<file path="src/rtl/pc_gen_btb.sv">
// Fetch-PC generator: exception/redirect/BTB/sequential next-PC selection plus a
// direct-mapped branch target buffer with 2-bit saturating counters.
module pc_gen_btb #(
  parameter int              XLEN      = 32,
  parameter logic [XLEN-1:0] RESET_VEC = 32'h0000_0000,
  parameter logic [XLEN-1:0] EXC_VEC   = 32'h8000_0180,
  parameter int              BTB_DEPTH = 16,
  localparam int             IDX_W     = $clog2(BTB_DEPTH),
  localparam int             TAG_W     = XLEN - IDX_W - 2
) (
  input  logic            clk,
  input  logic            reset,
  input  logic            i_pc_write,
  input  logic            i_exc_valid,
  input  logic            i_flush_valid,
  input  logic [XLEN-1:0] i_flush_pc,
  input  logic            i_upd_valid,
  input  logic [XLEN-1:0] i_upd_pc,
  input  logic            i_upd_taken,
  input  logic [XLEN-1:0] i_upd_target,
  output logic [XLEN-1:0] o_pc,
  output logic            o_pred_taken,
  output logic [XLEN-1:0] o_pred_target
);

  localparam logic [XLEN-1:0] RST_PC = {RESET_VEC[XLEN-1:2], 2'b00};
  localparam logic [XLEN-1:0] EXC_PC = {EXC_VEC[XLEN-1:2], 2'b00};

  logic [XLEN-1:0]  pc_q;
  logic [XLEN-1:0]  pc_d;
  logic [BTB_DEPTH-1:0] valid_q;
  logic [1:0]       ctr_q [BTB_DEPTH];
  logic [TAG_W-1:0] tag_q [BTB_DEPTH];
  logic [XLEN-3:0]  tgt_q [BTB_DEPTH];

  logic [IDX_W-1:0] lk_idx_s;
  logic [TAG_W-1:0] lk_tag_s;
  logic             lk_hit_s;
  logic             pred_taken_s;
  logic [XLEN-1:0]  pred_target_s;

  logic [IDX_W-1:0] upd_idx_s;
  logic [TAG_W-1:0] upd_tag_s;
  logic             upd_hit_s;
  logic [1:0]       upd_ctr_s;
  logic [1:0]       ctr_new_s;
  logic             ctr_we_s;
  logic             alloc_s;
  logic             tgt_we_s;
  logic             unused_s;

  // Lookup for the current fetch PC; valid gates the uninitialised tag/target storage.
  assign lk_idx_s      = pc_q[IDX_W+1:2];
  assign lk_tag_s      = pc_q[XLEN-1:IDX_W+2];
  assign lk_hit_s      = valid_q[lk_idx_s] && (tag_q[lk_idx_s] == lk_tag_s);
  assign pred_taken_s  = lk_hit_s && ctr_q[lk_idx_s][1];
  assign pred_target_s = pred_taken_s ? {tgt_q[lk_idx_s], 2'b00} : {XLEN{1'b0}};

  assign o_pc          = pc_q;
  assign o_pred_taken  = pred_taken_s;
  assign o_pred_target = pred_target_s;

  assign upd_idx_s = i_upd_pc[IDX_W+1:2];
  assign upd_tag_s = i_upd_pc[XLEN-1:IDX_W+2];
  assign upd_hit_s = valid_q[upd_idx_s] && (tag_q[upd_idx_s] == upd_tag_s);
  assign upd_ctr_s = ctr_q[upd_idx_s];

  assign unused_s = ^{i_flush_pc[1:0], i_upd_pc[1:0], i_upd_target[1:0]};

  // Next-PC selection: exception > redirect > stall > prediction > sequential.
  always_comb begin
    pc_d = pc_q;
    if (i_exc_valid) begin
      pc_d = EXC_PC;
    end else if (i_flush_valid) begin
      pc_d = {i_flush_pc[XLEN-1:2], 2'b00};
    end else if (!i_pc_write) begin
      pc_d = pc_q;
    end else if (pred_taken_s) begin
      pc_d = pred_target_s;
    end else begin
      pc_d = pc_q + XLEN'(4);
    end
  end

  // Fetch PC register.
  always_ff @(posedge clk or posedge reset) begin
    if (reset) begin
      pc_q <= RST_PC;
    end else begin
      pc_q <= pc_d;
    end
  end

  // Training decode: counter step on a hit, allocation on a taken miss.
  always_comb begin
    ctr_we_s  = 1'b0;
    alloc_s   = 1'b0;
    tgt_we_s  = 1'b0;
    ctr_new_s = upd_ctr_s;
    if (i_upd_valid) begin
      if (upd_hit_s) begin
        ctr_we_s = 1'b1;
        tgt_we_s = i_upd_taken;
        if (i_upd_taken) begin
          ctr_new_s = (upd_ctr_s == 2'b11) ? 2'b11 : (upd_ctr_s + 2'b01);
        end else begin
          ctr_new_s = (upd_ctr_s == 2'b00) ? 2'b00 : (upd_ctr_s - 2'b01);
        end
      end else if (i_upd_taken) begin
        ctr_we_s  = 1'b1;
        alloc_s   = 1'b1;
        tgt_we_s  = 1'b1;
        ctr_new_s = 2'b10;
      end else begin
        ctr_we_s = 1'b0;
      end
    end else begin
      ctr_we_s = 1'b0;
    end
  end

  // Valid bits and counters are the only BTB state cleared by reset.
  always_ff @(posedge clk or posedge reset) begin
    if (reset) begin
      valid_q <= {BTB_DEPTH{1'b0}};
      for (int i = 0; i < BTB_DEPTH; i++) begin
        ctr_q[i] <= 2'b00;
      end
    end else if (ctr_we_s) begin
      ctr_q[upd_idx_s] <= ctr_new_s;
      if (alloc_s) begin
        valid_q[upd_idx_s] <= 1'b1;
      end
    end
  end

  // Tag and target payload storage.
  always_ff @(posedge clk) begin
    if (alloc_s) begin
      tag_q[upd_idx_s] <= upd_tag_s;
    end
    if (tgt_we_s) begin
      tgt_q[upd_idx_s] <= i_upd_target[XLEN-1:2];
    end
  end

endmodule
</file>
<file path="config.mk">
export PLATFORM = sky130hd
export DESIGN_NAME = pc_gen_btb
export DESIGN_NICKNAME = d
export VERILOG_FILES = /design/src/rtl/pc_gen_btb.sv
export SDC_FILE = /design/constraint.sdc
export NUM_CORES = 1
export LEC_CHECK = 0
export BUFFER_PORTS_ARGS = -buffer_cell sky130_fd_sc_hd__buf_2
export CELL_PAD_IN_SITES_DETAIL_PLACEMENT = 1
export CELL_PAD_IN_SITES_GLOBAL_PLACEMENT = 1
export CORE_MARGIN = 2
export CORE_UTILIZATION = 50
export DETAILED_ROUTE_END_ITERATION = 16
export GPL_TIMING_DRIVEN = 0
export PLACE_DENSITY = 0.71
export SLEW_MARGIN = 20
export SYNTH_ARGS = -nofsm -noshare
export SYNTH_HDL_FRONTEND = slang
export SYNTH_SLANG_ARGS = --single-unit
</file>
<file path="constraint.sdc">
create_clock -name clk -period 5.8 [get_ports clk]
set_input_delay 0.87 -clock clk [delete_from_list [all_inputs] [get_ports clk]]
set_output_delay 0.87 -clock clk [all_outputs]
set_load 0.02 [all_outputs]
</file>
==> metrics.txt, run 1 <==
status=finished, final reports clean; final setup margin=a little over 0.05 ns; FF+latch count, synth=slightly below 1000; RSZ-0062 raised after global routing=no; Post-Syn Area per Cell=18.13 um2; R2R Setup Slk=roughly 1.2 ns; first-pass GRT wire length=around 220 mm; worst vdd ir=0.2894 mV; Worst EP required=around 4.9 ns; initial antenna violation count=7; final setup violation count=0; most common cell after layout, fill and taps aside=edfxtp_1; area grow syn2layout=17.99%; Clock transition at path regs=about 0.060 ns; root buf cell=clkbuf_16; power per cell area=319.7 nW/um2; Longest Clk Path Bufs=3; max-cap violations=0; Nets=2849; fmax=approximately 0.17 GHz; critical path arrival=slightly below 5 ns; ys async rst share=0.08008; die area=approximately 90000 um2; crit path cell chain=buf_4 > buf_6 > buf_6 > buf_6 > buf_6 > clkbuf_2 > clkbuf_1 > mux4_2 > mux4_2 > and2_1 > buf_4; Leak Pwr=0.01717 uW; DRC errors left=0; Num CTS Buffers=102; Cells after DPL=around 3800; worst slack, placed=-1.522 ns; row count=about 110; worst-case clock skew=0.03677 ns; Iter 0 DRT Violations=3699; FF-to-FF path depth=12; worst skew pair latency=roughly 0.70 ns; Post-Layout Cell Count=3985; Hold-fix buffers, CTS=0; hold_ws=~0.25 ns; post-DP HPWL=between 100 and 150 mm; Top cell by count, worst path=buf_6; EDFF count, synth=approximately 900; Top-Level Pins=168; clock sink count=a little under 1000; vias in the first global route=28395; CP max FO=10; height of the die=299.3 um; GRT overflow=0; CTS tree=yes; Core ar.=about 87000 um2; Worst path slowest cell=clkbuf_1; Cell Area, Synth=about 44000 um2; drt wl/cell=39.70 um; fin. max-slew vios=0; critical path type=reg -> out; ys flop type=edfxtp_1; total vias in the final route=27601; Post-Syn Instances=approximately 2400; vias per cell=~6.9; actual slew at the worst max-slew pin=about 1.2 ns; largest net degree at the start of global routing=41; Power Total=roughly 16000 uW; CP Capture Type=output pin; Initial Util=0.5033; synth unique cells=between 70 and 80; slowest stage delay, CP=about 0.77 ns; Final Hold Fails=0; CP startpoint=o_pc[3]$_DFFE_PP0P_; sequential share of the synthesized area=0.6619; Die Wd=299.3 um; most frequent cells in the layout=edfxtp_1, mux4_2, buf_2; RD Place Congestion=around 0.97; Critical Path Start Type=flop; layout cells sized above 1=0.3386; worst min-delay path category=in -> async; Ys Warns=0; drt pass-1 iters=6; fin crit period=~5.7 ns; drt total wl=roughly 160 mm; All-Layer GR Usage=0.3549; crit share post-route=0.9912; H-tree depth=3; slew margin rel.=0.1732; Port Buffers=between 150 and 200; ANT nets after route=0; Reg-to-Reg Start=o_pc[4]$_DFFE_PP0P_
## flip-flops by register name, indices dropped and copies added (netlist names)
register / cells
tgt_q: 480
ctr_q: 32
o_pc: 30
tag_q: 416
valid_q: 16
## kinds of logic (layout without fill, tap and decap cells)
group / Yosys count / count (layout) / share of synthesized area
flops: 974 / 974 / 0.6619
other cells: 1 / 8 / 0.00008602
fa+ha+maj: 1 / 1 / 0.0002870
xor+xnor: 52 / 52 / 0.01045
buf+inv: 221 / 640 / 0.02439
simple gates: 364 / 364 / 0.04265
compound gates: 293 / 293 / 0.04882
mux: 498 / 498 / 0.2114
## metal layers
layer  up-vias  wire length (um)  global-route usage
met5         -                24                   0
met4         4              8993              0.1787
met3       417             15070             0.06799
met2      1932             75770              0.5676
met1     14632             58350              0.4698
li1      10616                 -                   -
## cell type report
type | count | area [um2]
inverters | 53 | 202.7
diodes | 4 | 10.01
well taps | 1155 | 1445
plain buffers | 165 | 1226
clock buffers | 121 | 2696
multi-input cells | 1212 | 14140
repair buffers | 237 | 2171
clock inverters | 64 | 683.2
flip-flops and latches | 974 | 28860
fillers | 7555 | 35180
## cell usage after synthesis (36+ instances only)
| cell | n | share of area |
|---|---|---|
| nand2_1 | 77 | 0.0066 |
| buf_2 | 47 | 0.0054 |
| xnor2_1 | 36 | 0.0072 |
| mux4_2 | 333 | 0.17 |
| clkbuf_1 | 70 | 0.0060 |
| nor2_1 | 75 | 0.0065 |
| edfxtp_1 | 896 | 0.62 |
| mux2i_1 | 114 | 0.026 |
| nand3_1 | 37 | 0.0042 |
| and2_1 | 41 | 0.0059 |
| mux2_2 | 51 | 0.013 |
| inv_1 | 50 | 0.0043 |
| dfrtp_1 | 78 | 0.045 |
| a21oi_1 | 58 | 0.0067 |
## critical path: cells and delay by family (launching register included)
kind	cells	cell delay, ns
flops	1	0.46
simple gates	1	0.20
mux	2	0.98
buf+inv	8	2.47
## worst paths after layout
path | endpoint
min | ctr_q[0]$_DFFE_PP0P_
min reg2reg | valid_q[9]$_DFFE_PP0P_
max in group asynchronous | o_pc[3]$_DFFE_PP0P_
min in group clk | o_pc[2]$_DFFE_PP0P_
max reg2reg | o_pc[26]$_DFFE_PP0P_
max | o_pred_target[15]
## what timing repair did
item	4_1_cts	5_1_grt
endpoints found under the setup margin	168	121
resized for setup	129	46
pin swaps	15	11
gates cloned	2	0
setup buffers	21	26
hold endpoints to repair	0	0
## metrics by stage
stage	util	TNS [ns]	cell area, um2
after detailed placement	0.5406	-305.26	46820
after CTS	0.5885	0	50980
final	0.5938	0	51440
after floorplan	-	0	43610
after global placement	0.5289	-1927.34	45810
after global routing	0.5938	0	51430
## report_power, final
| group | switching (uW) | total [uW] | leakage (uW) | internal, uW |
|---|---|---|---|---|
| combinational | 1110 | 1820 | 0.00646 | 708 |
| clock | 2880 | 6690 | 0.00165 | 3820 |
| sequential | 127 | 7940 | 0.00906 | 7810 |
Note: power is estimated with default switching activity, not from simulation.
==> inputs of run 2 (changes only) <==
SETUP_SLACK_MARGIN = 0.1   (was default)
==> run 2 against run 1 <==
Against the previous run:
- non-clock buffer count shrank 5
- core utilization grew 0.25 points
- global-route usage grew 0.28 points
- final cell count is essentially flat
- sequential share of layout area shrank 0.23 points
- clock skew grew 0.0029 ns
- fmax grew 0.13%
- via count shrank 0.16%
- sequential power is essentially flat
- critical path type is now in -> reg
- critical endpoint is now tag_q[9][12]$_DFFE_PP_
- highest routed layer unchanged
==> metrics.txt, run 2 (same netlist as run 1, synthesis figures left out) <==
crit path cell chain=buf_2 > buf_2 > clkdlybuf4s15_2 > clkbuf_1 > buf_1 > o21ai_0 > a31oi_1 > nor2_1 > nand4_1 > and3_1 > nor2b_2 > and2_4; CTS tree=yes; Cells after DPL=~3800; status=finished, final reports clean; height of the die=roughly 300 um; most frequent cells in the layout=edfxtp_1, mux4_2, buf_2; largest net degree at the start of global routing=approximately 40; Iter 0 DRT Violations=4336; Die Wd=~300 um; final setup violation count=0; critical path type=in -> reg; root buf cell=clkbuf_16; worst skew pair latency=0.71 ns; Longest Clk Path Bufs=3; max-cap violations=0; Clock transition at path regs=about 0.06 ns; first-pass GRT wire length=roughly 220 mm; All-Layer GR Usage=0.3577; fin area=51650 um2; H-tree depth=3; DRC errors left=0; actual slew at the worst max-slew pin=about 1.3 ns; GRT met3 Usage=0.06907; Port Buffers=about 150; hold_ws=0.2509 ns; register with the most flip-flops=tgt_q; critical path arrival=approximately 6.1 ns; vias in the first global route=roughly 29000; initial antenna violation count=9; Critical Path Start Type=primary input; Worst EP required=6.12 ns; Util after Layout=0.5963; slew margin rel.=0.1573; crit share post-route=0.9900; Initial Util=0.5033; drt total wl=between 150 and 200 mm; drt pass-1 iters=7; dpl cell area=roughly 47000 um2; final setup margin=around 0.058 ns; Worst path slowest cell=and2_4; number of flip-flops in the largest register=480; Leak Pwr=approximately 0.017 uW; CP max FO=26; fin crit period=between 5 and 6 ns; worst min-delay path category=in -> async; worst vdd ir=0.2898 mV; GRT Max-Usage Layer=met2; slowest stage delay, CP=between 0.7 and 0.8 ns; RSZ-0062 raised after global routing=yes; most common cell after layout, fill and taps aside=edfxtp_1; ANT nets after route=0; fin. max-slew vios=0; Top-Level Pins=168; area grow syn2layout=18.48%; CP Capture Type=flop; power per cell area=~320 nW/um2; fmax=roughly 0.17 GHz; post-DP HPWL=between 100 and 150 mm; die area=89570 um2; row count=~110; Hold-fix buffers, CTS=0; Final Hold Fails=0; Nets=approximately 2800; Top cell by count, worst path=buf_2; Post-Layout Cell Count=approximately 4000; vias per cell=6.917; Core ar.=86620 um2; global routing usage on met2=0.5653; layout cells sized above 1=0.3476; biggest regs=tgt_q x480, tag_q x416, ctr_q x32; worst-case clock skew=~0.04 ns; GRT overflow=0; RD Place Congestion=0.9670; clock sink count=974; M1 GR Usage=0.4708; drt wl/cell=~40 um; total vias in the final route=around 28000; worst slack, placed=-1.522 ns; Num CTS Buffers=102; fill count=7510
[run 2: cell count changes in the layout (fill, tap and decap cells not counted), moves of 3 or more]
cell	before	now
clkbuf_4	3	6
buf_6	9	26
mux2i_1	108	105
buf_4	80	64
clkbuf_2	18	21
and2_4	7	20
diode_2	4	7
clkbuf_1	60	56
mux2i_4	4	8
and2_1	33	21
buf_12	45	42
buf_2	162	153
[run 2: final timing paths]
check	end	slack, ns	depth (start not counted)	start
setup / recovery	tag_q[9][12]$_DFFE_PP_	0.06	12	i_upd_pc[5]
hold / removal	ctr_q[0]$_DFFE_PP0P_	0.25	2	reset
setup reg to reg	o_pc[13]$_DFFE_PP0P_	1.26	17	o_pc[3]$_DFFE_PP0P_
hold reg to reg	valid_q[9]$_DFFE_PP0P_	0.49	1	valid_q[9]$_DFFE_PP0P_
max in group asynchronous	o_pc[2]$_DFFE_PP0P_	4.90	3	reset
min in group clk	o_pc[2]$_DFFE_PP0P_	0.43	3	i_flush_pc[2]
[run 2: per-stage QoR]
stage | TNS (ns) | power, uW
global placement | -1927.34 | 9669
CTS | 0 | 16400
floorplan | 0 | 8966
detailed placement | -305.26 | 9741
finish | 0 | 16450
global route | 0 | 16780
[run 2: final cells by class]
class	count	area (um2)	area share
Clock buffer	121	2696	0.05220
Timing Repair Buffer	229	2181	0.04222
Clock inverter	64	683.2	0.01323
Inverter	53	203.9	0.003948
Antenna cell	7	17.52	0.0003391
Buffer	168	1300	0.02517
Multi-Input combinational cell	1213	14260	0.2761
Tap cell	1155	1445	0.02798
Sequential cell	974	28860	0.5588
[run 2: timing repair]
item | in CTS | in global routing
gates resized for setup | 161 | 84
cloned | 5 | 1
setup endpoints to repair | 275 | 156
pin swaps | 19 | 12
setup buffers | 30 | 6
[run 2: worst max-delay path: cells and delay by family]
family | cells | cell delay, ns
AO/OA/AOI/OAI | 2 | 0.52
buffers and inverters | 5 | 2.53
AND/OR/NAND/NOR | 5 | 2.08
[run 2: layer usage]
metal / wire length (um) / up-vias / part of all wire
met1: 58410 / 14580 / 0.37
met4: 10340 / 2 / 0.065
li1: - / 10613 / -
met2: 76070 / 1899 / 0.48
met3: 15120 / 462 / 0.095
met5: 8 / - / 0.000050
[run 2: power by group]
part | leakage (uW) | total, uW | switching, uW | internal, uW
clock | 0.00165 | 6680 | 2870 | 3810
combinational | 0.00649 | 1830 | 1120 | 710
sequential | 0.00906 | 7940 | 129 | 7810
==> inputs of run 3 (changes only) <==
CAP_MARGIN = 20   (was default)
CORE_ASPECT_RATIO = 2   (was default)
==> run 3 against run 2 <==
Against the previous run:
- the flow now finishes with violations (setup timing)
- sequential power hardly changed
- core utilization is 0.13 points lower
- worst setup slack worse by 0.17 ns
- highest routed layer unchanged
- clock-buffer cell count is 28 lower
- global-route usage increased by 3.2 points
- largest cell class unchanged
- final cell count shrank 0.10%
- wire length increased by 6.8%
==> metrics.txt, run 3 (same netlist as run 1, synthesis figures left out) <==
CTS tree=yes; most frequent cells in the layout=edfxtp_1, mux4_2, buf_2; CP max FO=10; worst vdd ir=between 0.3 and 0.4 mV; Num CTS Buffers=85; Worst path slowest cell=clkbuf_1; Top Layer Used=met5; largest net degree at the start of global routing=50; root buf cell=clkbuf_16; actual slew at the worst max-slew pin=1.271 ns; final setup violation count=27; failing checks=setup timing; Nets=around 2800; height of the die=roughly 420 um; critical path arrival=just over 5 ns; number of flip-flops in the largest register=480; area of the multi-input gates=approximately 14000 um2; DRT met1 WL=between 50 and 60 mm; Port Buffers=roughly 150; hold_ws=roughly 0.15 ns; worst-case clock skew=roughly 0.029 ns; H-tree depth=3; biggest regs=tgt_q x480, tag_q x416, ctr_q x32; Final Hold Fails=0; setup TNS=-1.928 ns; vias per cell=6.894; initial antenna violation count=12; GRT overflow=0; critical path type=reg -> out; CP delay by family, top=buffers and inverters; final setup margin=-0.1156 ns; Top-Level Pins=approximately 170; area grow syn2layout=18.36%; Hold-fix buffers, CTS=0; Worst EP required=a little under 5 ns; fmax=~0.17 GHz; worst min-delay path category=in -> async; power per cell area=between 300 and 400 nW/um2; Longest Clk Path Bufs=3; DRC errors left=0; max-cap violations=0; slew margin rel.=0.1526; row count=~150; routed length on met3=13.37 mm; first-pass GRT wire length=between 200 and 250 mm; fin crit period=roughly 5.9 ns; die area=89710 um2; crit path cell chain=clkinv_1 > clkbuf_1 > o21ai_2 > o211ai_1 > o31ai_2 > a211oi_4 > nand4b_1 > or3_4 > buf_6 > clkinv_4 > buf_8 > buf_8 > clkbuf_16 > and2_4 > buf_6; register with the most flip-flops=tgt_q; Clock transition at path regs=about 0.07 ns; met2 WL=around 85 mm; RSZ-0062 raised after global routing=yes; Die Wd=212.8 um; Bufs and invs on worst path=8; fin. max-slew vios=0; drt total wl=roughly 170 mm; Critical Path Start Type=flop; post-DP HPWL=approximately 120 mm; worst slack, placed=-1.569 ns; Core ar.=about 87000 um2; worst skew pair latency=0.73 ns; drt wl/cell=approximately 43 um; Power Total=around 16000 uW; All-Layer GR Usage=0.3900; Iter 0 DRT Violations=approximately 2900; Reg area=between 20000 and 30000 um2; layout cells sized above 1=0.3544; vias in the first global route=a little under 30000; fill count=between 7000 and 8000; status=finished, violations left; Initial Util=0.5027; Leak Pwr=0.01720 uW; CP Capture Type=output pin; most common cell after layout, fill and taps aside=edfxtp_1; Util after Layout=0.5950; clock sink count=about 970; slowest stage delay, CP=0.67 ns; ANT nets after route=0; crit share post-route=1.020; RD Place Congestion=1.031; total vias in the final route=roughly 27000; drt pass-1 iters=5
[run 3: cell types whose count changed in the layout (fill, tap and decap cells not counted), sizes merged]
cell,delta
clkdlybuf4s15,-1
bufbuf,+3
clkbuf,-32
inv,+2
diode,-2
clkinvlp,+3
clkinv,-14
bufinv,+7
and2,+1
buf,+21
clkdlybuf4s18,+1
[run 3: worst paths after layout]
check	startpoint	to	slack (ns)	cells past startpoint
min in group clk	i_flush_pc[19]	o_pc[19]$_DFFE_PP0P_	0.42	3
min reg2reg	valid_q[8]$_DFFE_PP0P_	valid_q[8]$_DFFE_PP0P_	0.51	1
max in group asynchronous	reset	o_pc[5]$_DFFE_PP0P_	4.98	3
max	o_pc[4]$_DFFE_PP0P_	o_pred_target[20]	-0.12	15
max reg2reg	o_pc[4]$_DFFE_PP0P_	o_pc[26]$_DFFE_PP0P_	0.77	12
min	reset	ctr_q[20]$_DFFE_PP0P_	0.15	2
[run 3: repair_timing]
| item | CTS | global route |
|---|---|---|
| endpoints found under the setup margin | 525 | 340 |
| buffers inserted | 35 | 13 |
| resized for setup | 237 | 43 |
| pin swaps | 16 | 15 |
| gates cloned | 7 | 2 |
[run 3: through the flow]
step | instances | instance area [um2]
after floorplan | 2407 | 43610
after global placement | 3721 | 45820
after detailed placement | 3763 | 46990
after CTS | 3960 | 51280
after global routing | 3975 | 51590
final | 3980 | 51600
[run 3: area by class of cell]
class                   count  area share
flip-flops and latches    974      0.5594
multi-input cells        1214      0.2756
repair buffers            249     0.04842
clock buffers              93     0.04180
well taps                1162     0.02818
plain buffers             168     0.02604
clock inverters            62     0.01632
inverters                  53    0.004001
diodes                      5   0.0002425
[run 3: where the power goes]
part / internal [uW] / switching [uW]
Sequential: 7800 / 126
Combinational: 718 / 1190
Clock: 3520 / 2730
[run 3: metal layers]
metal	vias to the layer above	global-route usage
met3	653	0.1048
li1	10629	-
met4	10	0.3564
met1	14498	0.3988
met5	-	0
met2	1648	0.6435
